`config.mk`:
```
export PLATFORM = sky130hd
export DESIGN_NAME = rob_recovery_ctrl_flat
export DESIGN_NICKNAME = d
export VERILOG_FILES = /design/src/rtl/rob_recovery_ctrl_pkg.sv /design/src/rtl/rob_recovery_ctrl_if.sv /design/src/rtl/rob_recovery_ctrl_sat_counter.sv /design/src/rtl/rob_recovery_ctrl.sv /design/src/flat_wrapper.sv
export SDC_FILE = /design/constraint.sdc
export NUM_CORES = 1
export LEC_CHECK = 0
export CORE_UTILIZATION = 35
export CTS_CLUSTER_SIZE = 8
export DETAILED_ROUTE_END_ITERATION = 12
export PLACE_DENSITY = 0.67
export SLEW_MARGIN = 20
export SYNTH_ARGS = -nofsm -noshare
export SYNTH_HDL_FRONTEND = slang
export SYNTH_HIERARCHICAL = 1
export SYNTH_SLANG_ARGS = --single-unit
```
`constraint.sdc`:
```
create_clock -name CLK -period 5.1 [get_ports CLK]
set_input_delay 1.02 -clock CLK [delete_from_list [all_inputs] [get_ports CLK]]
set_output_delay 1.02 -clock CLK [all_outputs]
set_load 0.05 [all_outputs]
```
`src/rtl/rob_recovery_ctrl_pkg.sv`:
```
// Shared ROB/fetch types and sizes: recovery FSM state encoding, PC and
// architectural-register index widths, drain timeout.
package rob_pkg;

  localparam int PC_W      = 16;
  localparam int ARF_REGS  = 8;
  localparam int ARF_IDX_W = $clog2(ARF_REGS);

  localparam int                     DRAIN_CNT_W   = 8;
  localparam logic [DRAIN_CNT_W-1:0] DRAIN_TIMEOUT = 8'd255;

  localparam int REC_CNT_W = 16;

  localparam logic [ARF_IDX_W-1:0] LAST_RESTORE_IDX = ARF_IDX_W'(ARF_REGS - 1);

  // One-hot so every output decode is a single flop bit.
  typedef enum logic [4:0] {
    IDLE     = 5'b00001,
    FLUSH    = 5'b00010,
    DRAIN    = 5'b00100,
    RESTORE  = 5'b01000,
    REDIRECT = 5'b10000
  } rec_state_t;

endpackage

```
`src/rtl/rob_recovery_ctrl_if.sv`:
```
// Recovery controller bundle: ROB head / store buffer / fetch inputs and the
// flush, RAT restore and redirect outputs.
interface rob_recovery_ctrl_if;
  import rob_pkg::*;

  logic                 Head_Mispred;
  logic [PC_W-1:0]      Head_Correct_PC;
  logic                 SB_Commit_Empty;
  logic                 Redirect_Ack;
  logic                 Global_Flush;
  logic                 Rec_Busy;
  logic                 RAT_Restore_V;
  logic [ARF_IDX_W-1:0] RAT_Restore_Idx;
  logic                 Redirect_V;
  logic [PC_W-1:0]      Redirect_PC;
  logic                 Drain_Err;
  logic [REC_CNT_W-1:0] Recovery_Cnt;

  // master: the recovery controller; slave: ROB, store buffer, RAT and fetch.
  modport master (
    input  Head_Mispred, Head_Correct_PC, SB_Commit_Empty, Redirect_Ack,
    output Global_Flush, Rec_Busy, RAT_Restore_V, RAT_Restore_Idx,
           Redirect_V, Redirect_PC, Drain_Err, Recovery_Cnt
  );

  modport slave (
    output Head_Mispred, Head_Correct_PC, SB_Commit_Empty, Redirect_Ack,
    input  Global_Flush, Rec_Busy, RAT_Restore_V, RAT_Restore_Idx,
           Redirect_V, Redirect_PC, Drain_Err, Recovery_Cnt
  );

endinterface

```
`src/rtl/rob_recovery_ctrl_sat_counter.sv`:
```
// Saturating up-counter; holds at all-ones instead of wrapping.
module sat_counter #(
  parameter int W = 16
) (
  input  logic         CLK,
  input  logic         RST,
  input  logic         inc,
  output logic [W-1:0] count
);

  logic [W-1:0] count_reg;

  always_ff @(posedge CLK or posedge RST) begin
    if (RST) begin
      count_reg <= '0;
    end else if (inc && (count_reg != '1)) begin
      count_reg <= count_reg + W'(1);
    end
  end

  assign count = count_reg;

endmodule

```
`src/rtl/rob_recovery_ctrl.sv`:
```
// Mispredict recovery sequencer: flush, drain committed stores, restore the RAT
// one architectural register per cycle, then redirect fetch with a handshake.
module rob_recovery_ctrl
  import rob_pkg::*;
(
  input  logic                CLK,
  input  logic                RST,
  rob_recovery_ctrl_if.master bus
);

  rec_state_t             state_reg;
  logic [DRAIN_CNT_W-1:0] drain_cnt_reg;
  logic [DRAIN_CNT_W-1:0] drain_cnt_next;
  logic [ARF_IDX_W-1:0]   restore_idx_reg;
  logic [PC_W-1:0]        redirect_pc_reg;
  logic                   drain_err_reg;
  logic                   flush_reg;
  logic                   busy_reg;
  logic                   restore_v_reg;
  logic                   redirect_v_reg;
  logic                   rec_done;

  assign drain_cnt_next = drain_cnt_reg + DRAIN_CNT_W'(1);

  // Outputs are flops updated on the same transitions as the state register,
  // so nothing combinational reaches the ports from the inputs.
  always_ff @(posedge CLK or posedge RST) begin
    if (RST) begin
      state_reg       <= IDLE;
      drain_cnt_reg   <= '0;
      restore_idx_reg <= '0;
      redirect_pc_reg <= '0;
      drain_err_reg   <= 1'b0;
      flush_reg       <= 1'b0;
      busy_reg        <= 1'b0;
      restore_v_reg   <= 1'b0;
      redirect_v_reg  <= 1'b0;
    end else begin
      flush_reg <= 1'b0;
      case (state_reg)
        IDLE: begin
          if (bus.Head_Mispred) begin
            state_reg       <= FLUSH;
            redirect_pc_reg <= bus.Head_Correct_PC;
            flush_reg       <= 1'b1;
            busy_reg        <= 1'b1;
          end
        end
        FLUSH: begin
          state_reg     <= DRAIN;
          drain_cnt_reg <= '0;
        end
        DRAIN: begin
          if (bus.SB_Commit_Empty) begin
            state_reg     <= RESTORE;
            restore_v_reg <= 1'b1;
          end else begin
            drain_cnt_reg <= drain_cnt_next;
            // Stuck store buffer: give up, flag it, and restore anyway.
            if (drain_cnt_next == DRAIN_TIMEOUT) begin
              drain_err_reg <= 1'b1;
              state_reg     <= RESTORE;
              restore_v_reg <= 1'b1;
            end
          end
        end
        RESTORE: begin
          // Index wraps to 0 naturally after the last register.
          restore_idx_reg <= restore_idx_reg + ARF_IDX_W'(1);
          if (restore_idx_reg == LAST_RESTORE_IDX) begin
            state_reg      <= REDIRECT;
            restore_v_reg  <= 1'b0;
            redirect_v_reg <= 1'b1;
          end
        end
        REDIRECT: begin
          if (bus.Redirect_Ack) begin
            state_reg      <= IDLE;
            redirect_v_reg <= 1'b0;
            busy_reg       <= 1'b0;
          end
        end
        default: begin
          state_reg       <= IDLE;
          restore_idx_reg <= '0;
          busy_reg        <= 1'b0;
          restore_v_reg   <= 1'b0;
          redirect_v_reg  <= 1'b0;
        end
      endcase
    end
  end

  assign rec_done = redirect_v_reg & bus.Redirect_Ack;

  sat_counter #(
    .W (REC_CNT_W)
  ) u_rec_cnt (
    .CLK   (CLK),
    .RST   (RST),
    .inc   (rec_done),
    .count (bus.Recovery_Cnt)
  );

  assign bus.Global_Flush    = flush_reg;
  assign bus.Rec_Busy        = busy_reg;
  assign bus.RAT_Restore_V   = restore_v_reg;
  assign bus.RAT_Restore_Idx = restore_idx_reg;
  assign bus.Redirect_V      = redirect_v_reg;
  assign bus.Redirect_PC     = redirect_pc_reg;
  assign bus.Drain_Err       = drain_err_reg;

endmodule

```
`src/flat_wrapper.sv`:
```
// flat-port wrapper written by rule: the top's interface ports become plain ports
module rob_recovery_ctrl_flat import rob_pkg::*;
  (CLK, RST, bus_Head_Mispred, bus_Head_Correct_PC, bus_SB_Commit_Empty, bus_Redirect_Ack, bus_Global_Flush, bus_Rec_Busy, bus_RAT_Restore_V, bus_RAT_Restore_Idx, bus_Redirect_V, bus_Redirect_PC, bus_Drain_Err, bus_Recovery_Cnt);
  rob_recovery_ctrl_if bus_i ();
  input  logic CLK;
  input  logic RST;
  input wire logic [$bits(bus_i.Head_Mispred)-1:0] bus_Head_Mispred;
  input wire logic [$bits(bus_i.Head_Correct_PC)-1:0] bus_Head_Correct_PC;
  input wire logic [$bits(bus_i.SB_Commit_Empty)-1:0] bus_SB_Commit_Empty;
  input wire logic [$bits(bus_i.Redirect_Ack)-1:0] bus_Redirect_Ack;
  output wire logic [$bits(bus_i.Global_Flush)-1:0] bus_Global_Flush;
  output wire logic [$bits(bus_i.Rec_Busy)-1:0] bus_Rec_Busy;
  output wire logic [$bits(bus_i.RAT_Restore_V)-1:0] bus_RAT_Restore_V;
  output wire logic [$bits(bus_i.RAT_Restore_Idx)-1:0] bus_RAT_Restore_Idx;
  output wire logic [$bits(bus_i.Redirect_V)-1:0] bus_Redirect_V;
  output wire logic [$bits(bus_i.Redirect_PC)-1:0] bus_Redirect_PC;
  output wire logic [$bits(bus_i.Drain_Err)-1:0] bus_Drain_Err;
  output wire logic [$bits(bus_i.Recovery_Cnt)-1:0] bus_Recovery_Cnt;
  assign bus_i.Head_Mispred = bus_Head_Mispred;
  assign bus_i.Head_Correct_PC = bus_Head_Correct_PC;
  assign bus_i.SB_Commit_Empty = bus_SB_Commit_Empty;
  assign bus_i.Redirect_Ack = bus_Redirect_Ack;
  assign bus_Global_Flush = bus_i.Global_Flush;
  assign bus_Rec_Busy = bus_i.Rec_Busy;
  assign bus_RAT_Restore_V = bus_i.RAT_Restore_V;
  assign bus_RAT_Restore_Idx = bus_i.RAT_Restore_Idx;
  assign bus_Redirect_V = bus_i.Redirect_V;
  assign bus_Redirect_PC = bus_i.Redirect_PC;
  assign bus_Drain_Err = bus_i.Drain_Err;
  assign bus_Recovery_Cnt = bus_i.Recovery_Cnt;
  rob_recovery_ctrl u_core (.CLK(CLK), .RST(RST), .bus(bus_i));
endmodule
```
==> metrics.md, run 1 <==
| Metric | Value |
|---|---|
| Worst skew pair latency | about 300 ps |
| H-tree Lvls | 2 |
| IO Pins | 61 |
| Leading area contributor after synthesis | dfrtp_1 |
| Post-route insts no fill | 426 |
| Leading cell type in the layout, fill and taps excluded | nand2_1 |
| GRT Total Usage | 15.22% |
| HPWL after detailed placement | approximately 4.1 mm |
| DR iter-0 viols | 74 |
| GRT overflow | 0 |
| Fin. max-slew vios | 0 |
| Fin Setup TNS | 0 ps |
| Total routed wirelength | 5.603 mm |
| Net Count, Synth | 293 |
| Post-synth ARST share | 100.0% |
| Share of cells above drive strength 1 | 8.257% |
| Crit-path max FO | 18 |
| Diode count | 0 |
| Synthesis-stage register bit count | 53 |
| Critical path arrival | 2950 ps |
| Post-Syn Area per Cell | 9.780 um2 |
| R2R cell count | 5 |
| Fmax | approximately 360 MHz |
| Crit-path max cell delay | 630 ps |
| # hold bufs at CTS | 0 |
| Post-cts sizing count | 0 |
| Reg clk slew, reported paths | 100 ps |
| Endpoints failing hold | 0 |
| WL/cell | ~13 um |
| RSZ-0062 raised after global routing | false |
| Worst setup SP type | input port |
| Die H | 88.38 um |
| Number of distinct library cells after synthesis | 53 |
| Core footprint | 0.007214 mm2 |
| CTS tree | yes |
| Critical path, cell by cell | clkdlybuf4s50_1, nand4b_1, clkinv_1, nand2_1, nand2_1 |
| Antenna-violating nets left | 0 |
| Clock tree sinks | 53 |
| Worst Setup Path Type | input port to register |
| TritonRoute pass-1 iters | 6 |
| Top cell by count, worst path | nand2_1 |
| Power Density | about 440 mW/mm2 |
| Post-Syn Instances | 267 |
| Via density per instance | roughly 5.0 |
| Placer Congestion | 0.8008 |
| Tightest Pin Transition | slightly below 800 ps |
| Die area | between 0.007 and 0.008 mm2 |
| Sequential area share after synthesis | 50.84% |
| Dpl cells | 418 |
| Routed vias | ~2100 |
| CP Capture Type | register |
| Nets | 352 |
| CP max-delay cell | clkinv_1 |
| CTS buffer count | 5 |
| Worst IR Drop VDD | a little under 0.3 mV |
| Clk root buf | clkbuf_8 |
| Fin util | 46.83% |
| Final Skew | ~4.6 ps |
| Hold WS | 488.9 ps |
| Die width | roughly 88 um |
| Yosys top cell area share | between 40% and 50% |
| # setup viols final | 0 |
| Minimum clock period | 2753 ps |
| IO buf count | 60 |
| Starting Density | between 30% and 40% |
| Max-cap violations | 0 |
| Rel. slew slack | 47.01% |
| Num rows | 31 |
| Number of synthesized flops with an enable pin | 0 |
| Yosys warnings | 6 |
| Worst hold-check path type | register to register |
| Synth top area cells | dfrtp_1, nand2_1, xnor2_1 |
| Leak pwr | 1.527 nW |
| First-pass GRT wire length | 9.232 mm |
| Post-route cell area | 0.003378 mm2 |
| Primary FF master, synth | dfrtp_1 |
| Setup repair bufs after CTS | 0 |
| Number of global-route vias before repair | 2048 |
| Most frequent cells in the layout | nand2_1, clkdlybuf4s50_1, dfrtp_1 |
| Largest net degree at the start of global routing | 38 |
| Initial antenna violation count | 0 |
| WP data required | 5290 ps |
| Mapped Area | 0.002611 mm2 |
| Hold path cells | 1 |
| DRC Markers | 0 |
| CTS max path bufs | 2 |
| P&R area growth vs syn | 29.37% |
| Placed Area | 0.003288 mm2 |
| Tcrit/Tclk final | 53.98% |
| Status | complete, no violations |
## path summary, 6_finish.rpt
kind,from,to,slack [ps]
max,bus_Head_Mispred,u_core/bus.Redirect_PC[7],2350
min,u_core/bus.Drain_Err,u_core/bus.Drain_Err,490
max reg2reg,u_core/state_reg[1],u_core/bus.Redirect_PC[7],2780
min reg2reg,u_core/bus.Drain_Err,u_core/bus.Drain_Err,490
max in group asynchronous,RST,u_core/u_rec_cnt/count[14],3570
min in group asynchronous,RST,u_core/u_rec_cnt/count[10],1140
## area by class of cell
type | count | area [um2]
clock buffers | 5 | 68.82
inverters | 9 | 33.78
repair buffers | 61 | 608.1
fillers | 706 | 3836
flip-flops and latches | 53 | 1328
clock inverters | 3 | 21.27
well taps | 99 | 123.9
multi-input cells | 196 | 1195
## power by group
group          leakage, nW  internal [mW]  switching [mW]
clock network       0.0445         0.0978           0.143
logic                0.775          0.222           0.439
registers            0.707          0.510          0.0721
total                 1.53          0.830           0.655
## per-layer routing
| layer | vias up | global-route usage, % | part of all wire (%) |
|---|---|---|---|
| met5 | - | 0 | 0 |
| met4 | 0 | 4.985 | 1.1 |
| met3 | 4 | 3.172 | 5.0 |
| met2 | 58 | 25.31 | 47 |
| met1 | 1021 | 19.82 | 47 |
| li1 | 1037 | - | - |
## through the flow
stage	worst slack (ps)	total power, mW
finish	2347	1.485
floorplan	2856	1.048
CTS	2337	1.501
global route	2166	1.583
detailed placement	2019	1.253
global placement	2074	1.243
## synth_stat cells, types with 2 or more instances
master,count
dfrtp_1,52
mux2_2,3
nand2_1,62
buf_2,2
and3_2,3
nand3_1,16
or3b_1,2
o21ai_0,13
nand4b_1,2
a31oi_1,3
nor3_1,3
buf_6,2
inv_1,8
a22o_1,2
nand4_1,6
mux2i_1,2
o21a_1,2
ha_1,5
and4_1,4
clkbuf_1,4
xor2_1,3
nand2b_1,2
a21oi_1,4
and3_1,4
xnor2_1,12
nor2_1,15
and2_1,4
a21oi_2,2
## critical path: cells and delay by family
kind	cells	cell delay [ps]
buffers and inverters	2	1050
AND/OR/NAND/NOR	3	860
## logic make-up (layout without fill, tap and decap cells)
family / count (synthesis) / in the layout / synth area share [%]
AO/OA/AOI/OAI: 35 / 35 / 8.961
XOR/XNOR: 15 / 15 / 5.031
adder cells (fa/ha/maj): 5 / 5 / 2.396
buffers and inverters: 18 / 78 / 3.402
flip-flops: 53 / 53 / 50.84
multiplexers: 5 / 5 / 2.060
AND/OR/NAND/NOR: 136 / 136 / 27.31
Note: power is estimated with default switching activity, not from simulation.
==> inputs of run 2 (changes only) <==
Clock period 5.1 ns to 2.75 ns, I/O delays scaled along.
==> metrics.md, run 2 (same netlist as run 1, synthesis figures left out) <==
| Metric | Value |
|---|---|
| Buf/Inv on CP | 1 |
| RSZ-0062 raised after global routing | false |
| Fin. max-slew vios | 0 |
| Num rows | 31 |
| Die H | about 90 um |
| Placed Area | 0.003303 mm2 |
| Share of cells above drive strength 1 | 8.511% |
| Critical path, cell by cell | clkdlybuf4s50_1 |
| Leak pwr | between 1.5 and 2 nW |
| Rel. slew slack | 58.85% |
| Worst setup SP type | register |
| IO Pins | 61 |
| CTS max path bufs | 2 |
| First-pass GRT wire length | 9.266 mm |
| # setup viols final | 0 |
| Starting Density | a little over a third |
| HPWL after detailed placement | ~4.0 mm |
| Crit-path max cell delay | approximately 850 ps |
| CP Capture Type | output port |
| Reg clk slew, reported paths | about 100 ps |
| Worst r2r dst | u_core/bus.RAT_Restore_V |
| DRC Markers | 0 |
| CTS tree | yes |
| Die width | approximately 90 um |
| Antenna-violating nets left | 0 |
| Worst IR Drop VDD | 0.5283 mV |
| CP max-delay cell | clkdlybuf4s50_1 |
| Initial antenna violation count | 0 |
| GRT overflow | 0 |
| Most frequent cells in the layout | nand2_1, clkdlybuf4s50_1, dfrtp_1 |
| DR iter-0 viols | 49 |
| Post-cts sizing count | 0 |
| Max-cap violations | 0 |
| Worst Setup Path Type | register to output port |
| Tightest Pin Transition | 616.6 ps |
| Nets | 354 |
| Tcrit/Tclk final | 79.30% |
| Worst R2R Setup Slack | 680 ps |
| GRT Total Usage | roughly 15% |
| WL/cell | 12.95 um |
| Clock tree sinks | 53 |
| P&R area growth vs syn | 29.85% |
| CP delay by family, top | buffers and inverters |
| Leading cell type in the layout, fill and taps excluded | nand2_1 |
| H-tree Lvls | 2 |
| # hold bufs at CTS | 0 |
| Fin util | 47.00% |
| R2R cell count | 7 |
| Via density per instance | 4.979 |
| Hold path cells | 2 |
| Hold WS | 486.2 ps |
| Worst hold-check path type | register to register |
| Launch point of the worst reg-to-reg path | u_core/bus.RAT_Restore_Idx[0] |
| Fmax | roughly 460 MHz |
| Power Density | around 810 mW/mm2 |
| Core footprint | 0.007214 mm2 |
| Critical path arrival | roughly 1600 ps |
| TritonRoute pass-1 iters | 4 |
| Worst skew pair latency | 300 ps |
| Clk root buf | clkbuf_8 |
| IO buf count | 60 |
| Placer Congestion | 0.8486 |
| CTS buffer count | 5 |
| Die area | approximately 0.0078 mm2 |
| Min-delay src | u_core/bus.Redirect_PC[6] |
| Largest net degree at the start of global routing | 38 |
| Final Skew | between 5 and 6 ps |
| Diode count | 0 |
| WP data required | ~2200 ps |
| Total Power | roughly 2.8 mW |
| Crit-path max FO | 7 |
| Routed vias | 2131 |
| Post-route cell area | 0.003391 mm2 |
| Status | complete, no violations |
| Setup repair bufs after CTS | 0 |
| Endpoints failing hold | 0 |
| Minimum clock period | ~2200 ps |
| Number of global-route vias before repair | around 2000 |
| Total routed wirelength | roughly 5.5 mm |
| Fin Setup TNS | 0 ps |
| Hold endpoint | u_core/bus.Redirect_PC[6] |
run 2: worst max path at each step:
| stage | slack [ps] | from | end | cells after the start |
|---|---|---|---|---|
| global placement | 490 | bus_Redirect_Ack | u_core/u_rec_cnt/count[14] | 6 |
| floorplan | 510 | u_core/bus.RAT_Restore_Idx[0] | u_core/bus.RAT_Restore_V | 7 |
| global route | 500 | u_core/u_rec_cnt/count[4] | bus_Recovery_Cnt[4] | 1 |
| finish | 570 | u_core/u_rec_cnt/count[4] | bus_Recovery_Cnt[4] | 1 |
| detailed placement | 430 | bus_Redirect_Ack | u_core/u_rec_cnt/count[14] | 6 |
| CTS | 540 | u_core/u_rec_cnt/count[4] | bus_Recovery_Cnt[4] | 1 |
run 2: routing by layer:
layer | track usage (%) | share of wire, % | up-vias
li1 | - | - | 1044
met3 | 3.545 | 4.9 | 4
met2 | 25.52 | 46 | 49
met5 | 0 | 0 | -
met1 | 19.86 | 48 | 1034
met4 | 5.572 | 1.5 | 0
run 2: power by group:
group          total, mW  switching, mW  internal [mW]
clock              0.435          0.256          0.180
sequential          1.07          0.127          0.945
combinational       1.25          0.827          0.421
total               2.76           1.21           1.55
run 2: metrics by stage:
| stage | std cells | setup WS (ps) |
|---|---|---|
| final | 428 | 569.2 |
| after global placement | 420 | 491.3 |
| after CTS | 428 | 544.1 |
| after global routing | 428 | 499.2 |
| after detailed placement | 420 | 431.3 |
| after floorplan | 267 | 505.6 |
run 2: area by class of cell:
cell class / count / area [um2]
flip-flops and latches: 53 / 1328
repair buffers: 63 / 623.1
clock buffers: 6 / 72.57
fillers: 717 / 3824
inverters: 9 / 33.78
multi-input cells: 196 / 1195
clock inverters: 2 / 15.01
well taps: 99 / 123.9
==> patch 1: new RTL, config.mk and constraints of run 2 <==
Make the reset (`RST`) synchronous in 2 clocked blocks.
--- a/src/rtl/rob_recovery_ctrl_sat_counter.sv
+++ b/src/rtl/rob_recovery_ctrl_sat_counter.sv
@@ -12,3 +12,3 @@
 
-  always_ff @(posedge CLK or posedge RST) begin
+  always_ff @(posedge CLK) begin
     if (RST) begin
--- a/src/rtl/rob_recovery_ctrl.sv
+++ b/src/rtl/rob_recovery_ctrl.sv
@@ -26,3 +26,3 @@
   // so nothing combinational reaches the ports from the inputs.
-  always_ff @(posedge CLK or posedge RST) begin
+  always_ff @(posedge CLK) begin
     if (RST) begin
Formal check against the unedited RTL: differs if RST is asserted again (counterexample within 4 cycles, from zero or initial values and one cycle with RST high); with RST held inactive, the same outputs for 10 cycles.
==> patch 1 against run 2 <==
Worst hold slack worse by 0.027 ns. Setup slack worse by 0.023 ns. Sequential share of layout area down 6.8 points. Sequential cell count unchanged. Via count up 8.0%. Synthesized area down 4.7%. Critical endpoint is now bus_Recovery_Cnt[5]. Wire length up 2.5%. First-iteration DRC count rose to 2.8 times the old value. Final area down 3.2%.
Power is not compared: it rests on default switching activity, and its combinational part moved more than twofold at a synthesized area within 25%.
==> patch 1: results (changes against run 2) <==
- The post-route clock skew came to 0.00876 ns (+0.00279 ns).
- The number of distinct library cells after synthesis was 51 (-3.8%).
- The net total in the final layout is 382 (+7.9%).
- The final weighted congestion in routability-driven placement is 0.803 (-5.3%).
- The worst setup slack after layout is 0.547 ns (-0.0226 ns).
- The share of post-route cells with drive strength above 1 is 6.16% (-2.3 points).
- The post-placement setup slack was 0.379 ns (-0.0524 ns).
- The total vias in the final route is 2301 (+8.0%).
- The routed wire length was 5680 µm (+2.5%).
- The total of fill cells in the finished design was 687 (-4.2%).
- The flow ran to the end, and the final reports show no timing, DRC or antenna violations.
- After synthesis, the most frequently instantiated cells are sky130_fd_sc_hd__dfxtp_1, sky130_fd_sc_hd__nand2_1, sky130_fd_sc_hd__a21oi_1.
- In this run the critical register-to-register path is launched from u_core/state_reg[3]$_SDFFE_PP0P_.
- The proportion of synthesized flip-flops having asynchronous set or reset came to 0% (-100 points).
- The worst flop-to-flop path endpoint is u_core/drain_cnt_reg[5]$_SDFFE_PP0P_.
- The post-detailed-placement cell area is 0.00319 mm² (-3.6%).
- The transition time at the pin with the least slew margin is 0.584 ns (-0.0322 ns).
- The largest net degree at the start of global routing is 47 (+24%).
- The startpoint identified for the worst hold timing path is u_core/bus.Redirect_PC[12]$_SDFFE_PP0P_.
- The post-synth net total is 326 (+11%).
- The cell depth of the worst flop-to-flop path was 4 (-3).
- The via count of the first global-routing pass is 2099 (+5.0%).
- The hold slack is 0.459 ns (-0.0271 ns).
- The first-pass GRT wire length is 9480 µm (+2.3%).
- The proportion of synthesized chip area in sequential cells is 42.7% (-8.2 points).
- The total number of placement rows is 30 (-3.2%).
- The hold path endpoint is u_core/bus.Redirect_PC[12]$_SDFFE_PP0P_.
- After synthesis, the cell types taking the most area are sky130_fd_sc_hd__dfxtp_1, sky130_fd_sc_hd__a21oi_1, sky130_fd_sc_hd__nand2_1.
[patch 1: cell types whose count changed after synthesis, sizes merged, moves of 4 or more]
| cell | delta |
|---|---|
| nor2 | +14 |
| dfxtp | +53 |
| or4 | +7 |
| dfrtp | -52 |
| a21oi | +33 |
| nand2 | -19 |
| xnor2 | -9 |
| nor3 | +4 |
| clkbuf | +5 |
| o31ai | +5 |
| and3 | -5 |
[patch 1: report_power, final]
part           switching [mW]  leakage, nW  internal [mW]
Sequential             0.0502        0.430          0.829
Clock                   0.274       0.0487          0.186
Combinational           0.374        0.642          0.211
[patch 1: final cells by class]
class / count / area, µm² / share of cell area, %
multi-input combinational: 224 / 1340 / 40.7
sequential: 53 / 1060 / 32.3
timing repair buffer: 63 / 636 / 19.4
tap: 96 / 120 / 3.66
clock buffer: 5 / 68.8 / 2.10
inverter: 9 / 33.8 / 1.03
clock inverter: 3 / 26.3 / 0.801
[patch 1: logic make-up after synthesis]
| group | share of synthesized area [%] |
|---|---|
| flip-flops | 42.7 |
| multiplexers | 1.31 |
| AO/OA/AOI/OAI | 17.9 |
| XOR/XNOR | 2.11 |
| buffers and inverters | 3.67 |
| AND/OR/NAND/NOR | 29.8 |
| adder cells (fa/ha/maj) | 2.52 |
[patch 1: worst max path at each step]
stage | from | endpoint | slack, ns | cells after the start
finish | u_core/u_rec_cnt/count[5]$_SDFFE_PP0P_ | bus_Recovery_Cnt[5] | 0.55 | 1
global route | u_core/u_rec_cnt/count[5]$_SDFFE_PP0P_ | bus_Recovery_Cnt[5] | 0.50 | 1
CTS | u_core/u_rec_cnt/count[5]$_SDFFE_PP0P_ | bus_Recovery_Cnt[5] | 0.53 | 1
detailed placement | bus_Redirect_Ack | u_core/u_rec_cnt/count[11]$_SDFFE_PP0P_ | 0.38 | 5
global placement | bus_Redirect_Ack | u_core/u_rec_cnt/count[11]$_SDFFE_PP0P_ | 0.40 | 5
floorplan | u_core/u_rec_cnt/count[10]$_SDFFE_PP0P_ | u_core/u_rec_cnt/count[15]$_SDFFE_PP0P_ | 0.77 | 4
[patch 1: layer usage]
| layer | wire length, µm | GRT usage, % |
|---|---|---|
| met4 | 38 | 6.06 |
| met3 | 247 | 2.57 |
| met5 | 0 | 0 |
| met1 | 2790 | 20.9 |
| met2 | 2610 | 25.7 |
[patch 1: through the flow]
stage	instances	power, mW
2_1_floorplan	300	1.30
3_3_place_gp	445	1.48
3_5_place_dp	445	1.49
4_1_cts	453	1.95
5_1_grt	453	2.04
6_report	453	1.92
==> patch 2: new RTL, config.mk and constraints of run 2 <==
Without the edit above. Set the package constant `DRAIN_CNT_W` to 12 (it was 8).
--- a/src/rtl/rob_recovery_ctrl_pkg.sv
+++ b/src/rtl/rob_recovery_ctrl_pkg.sv
@@ -8,3 +8,3 @@
 
-  localparam int                     DRAIN_CNT_W   = 8;
+  localparam int                     DRAIN_CNT_W   = 12;
   localparam logic [DRAIN_CNT_W-1:0] DRAIN_TIMEOUT = 8'd255;
Function: same outputs for any inputs over 10 cycles, from zero or initial values and one cycle with RST high; that may be too few to reach the edited logic, so the function may still have changed.
==> patch 2 against run 2 <==
Final area rose by 9.9%. Clock skew barely moved. Setup slack got worse by 0.013 ns. Sequential cell count rose by 4. Synthesized area rose by 10%. Die area rose by 9.8%. Utilization rose by 0.50 points. Wire length rose by 10%. Power rose by 30%. Highest routed layer unchanged.
==> patch 2: results (changes against run 2) <==
- The clock insertion delay at the later pin of the skew report is 0.32 ns (+0.02 ns).
- The number of distinct library cells after synthesis was 54 (+1.9%).
- The proportion of synthesized chip area in sequential cells was 49.7% (-1.2 points).
- The worst register-to-register path ends at u_core/state_reg[2]$_DFFE_PP0P_.
- The total of buffers placed on input and output ports is 60 (unchanged).
- The HPWL after detailed placement came to 4300 µm (+6.6%).
- The static leakage power is 1.62 nW (+6.1%).
- The share of post-route cells with drive strength above 1 is 15.1% (+6.6 points).
- The number of clock buffers inserted by TritonCTS is 9 (+4).
- The transition time at the pin with the least slew margin is 0.628 ns (+0.0114 ns).
- The via count of the first global-routing pass is 2216 (+11%).
- The number of gates given a new drive strength after cts was 0 (unchanged).
- The post-synth net total is 296 (+1.0%).
- The total vias in the final route is 2299 (+7.9%).
- The number of instances on the worst hold path is 1 (-1).
- The net total in the final layout is 359 (+1.4%).
- The minimum setup slack among reg-to-reg paths is 0.57 ns (-0.11 ns).
- The cell depth of the worst flop-to-flop path is 6 (-1).
- The number of DRC markers in iteration 0 came to 114 (+130%).
- Sorting the synthesized cells by how often they occur yields sky130_fd_sc_hd__dfrtp_1, sky130_fd_sc_hd__o21ai_0, sky130_fd_sc_hd__nor2_1.
- The post-placement setup slack is 0.442 ns (+0.0103 ns).
- The post-route clock skew is 0.00633 ns (+0.000365 ns).
- The first-pass GRT wire length is 10600 µm (+15%).
- The post-detailed-placement cell area is 0.00356 mm² (+7.9%).
- The beginning of the worst hold path is u_core/bus.Drain_Err$_DFFE_PP0P_.
- The routed wirelength normalized by instance count was 13.9 µm (+7.5%).
- The worst hold path terminates at u_core/bus.Drain_Err$_DFFE_PP0P_.
- The number of setup buffers added after CTS was 0 (unchanged).
- By area the synthesized netlist is led by sky130_fd_sc_hd__dfrtp_1, sky130_fd_sc_hd__mux2_2, sky130_fd_sc_hd__xnor2_1.
- The depth of the CTS H-tree is 3 (+1).
- The final weighted congestion in routability-driven placement is 0.826 (-2.7%).
- The startpoint of the worst register-to-register path is u_core/drain_cnt_reg[0]$_DFFE_PP0P_.
- The peak supply drop is 770 µV (+46%).
- The global routing usage summed across all routing layers is 15.7% (+0.25 points).
- The post-CTS clock slew at the launch and capture registers of the worst setup and hold paths is 0.07 ns (-0.03 ns).
- The largest net degree at the start of global routing is 42 (+11%).
- The flow ran to the end, and the final reports show no timing, DRC or antenna violations.
==> patch 2: metal layers <==
layer / up-vias / routed length [µm] / track usage (%)
li1: 1102 / - / -
met1: 1123 / 2880 / 21.6
met2: 65 / 2830 / 23.3
met3: 9 / 319 / 3.78
met4: 0 / 101 / 7.05
met5: - / 0 / 0
==> patch 2: worst register-to-register path: cells and delay by family (launching register included) <==
family	cells	cell delay (ns)
DFF	1	0.43
adders and majority gates	1	0.26
AOI/OAI and AO/OA	2	0.60
and+or+nand+nor	3	0.77
==> patch 2: kinds of logic after synthesis <==
family,count (synthesis),share of synthesized area [%]
fa+ha+maj,5,2.18
compound gates,54,11.8
flops,57,49.7
mux,20,7.79
buf+inv,15,2.48
simple gates,103,21.2
xor+xnor,16,4.88
==> patch 2: how the worst max path moves through the flow <==
stage / depth (start not counted) / slack (ns) / endpoint / start
floorplan: 6 / 0.82 / u_core/state_reg[0]$_DFFE_PP1P_ / u_core/bus.RAT_Restore_Idx[0]$_DFFE_PP0N_
global placement: 6 / 0.50 / u_core/u_rec_cnt/count[14]$_DFFE_PP0P_ / bus_Redirect_Ack
detailed placement: 6 / 0.44 / u_core/u_rec_cnt/count[14]$_DFFE_PP0P_ / bus_Redirect_Ack
CTS: 1 / 0.53 / bus_Recovery_Cnt[4] / u_core/u_rec_cnt/count[4]$_DFFE_PP0P_
global route: 6 / 0.41 / u_core/state_reg[2]$_DFFE_PP0P_ / u_core/drain_cnt_reg[0]$_DFFE_PP0P_
finish: 1 / 0.56 / bus_Recovery_Cnt[4] / u_core/u_rec_cnt/count[4]$_DFFE_PP0P_
==> patch 2: through the flow <==
stage | total power [mW] | hold WS [ns] | util [%] | instances
3_3_place_gp | 2.93 | 0.444 | 45.4 | 424
4_1_cts | 3.63 | 0.464 | 47.5 | 440
3_5_place_dp | 2.95 | 0.448 | 45.4 | 424
5_1_grt | 3.78 | 0.497 | 47.5 | 440
2_1_floorplan | 2.41 | 0.446 | - | 270
6_report | 3.58 | 0.455 | 47.5 | 440
==> patch 2: layout make-up <==
type,count,area [µm²]
inverter,5,18.8
fill,774,4120
timing repair buffer,62,616
multi-input combinational,198,1380
tap,102,128
clock buffer,10,128
sequential,57,1430
clock inverter,6,35.0
==> patch 2: where the power goes <==
group / internal (mW) / leakage [nW] / switching [mW]
Clock: 0.320 / 0.0818 / 0.330
Combinational: 0.632 / 0.798 / 1.03
Sequential: 1.06 / 0.742 / 0.204
Total: 2.01 / 1.62 / 1.56
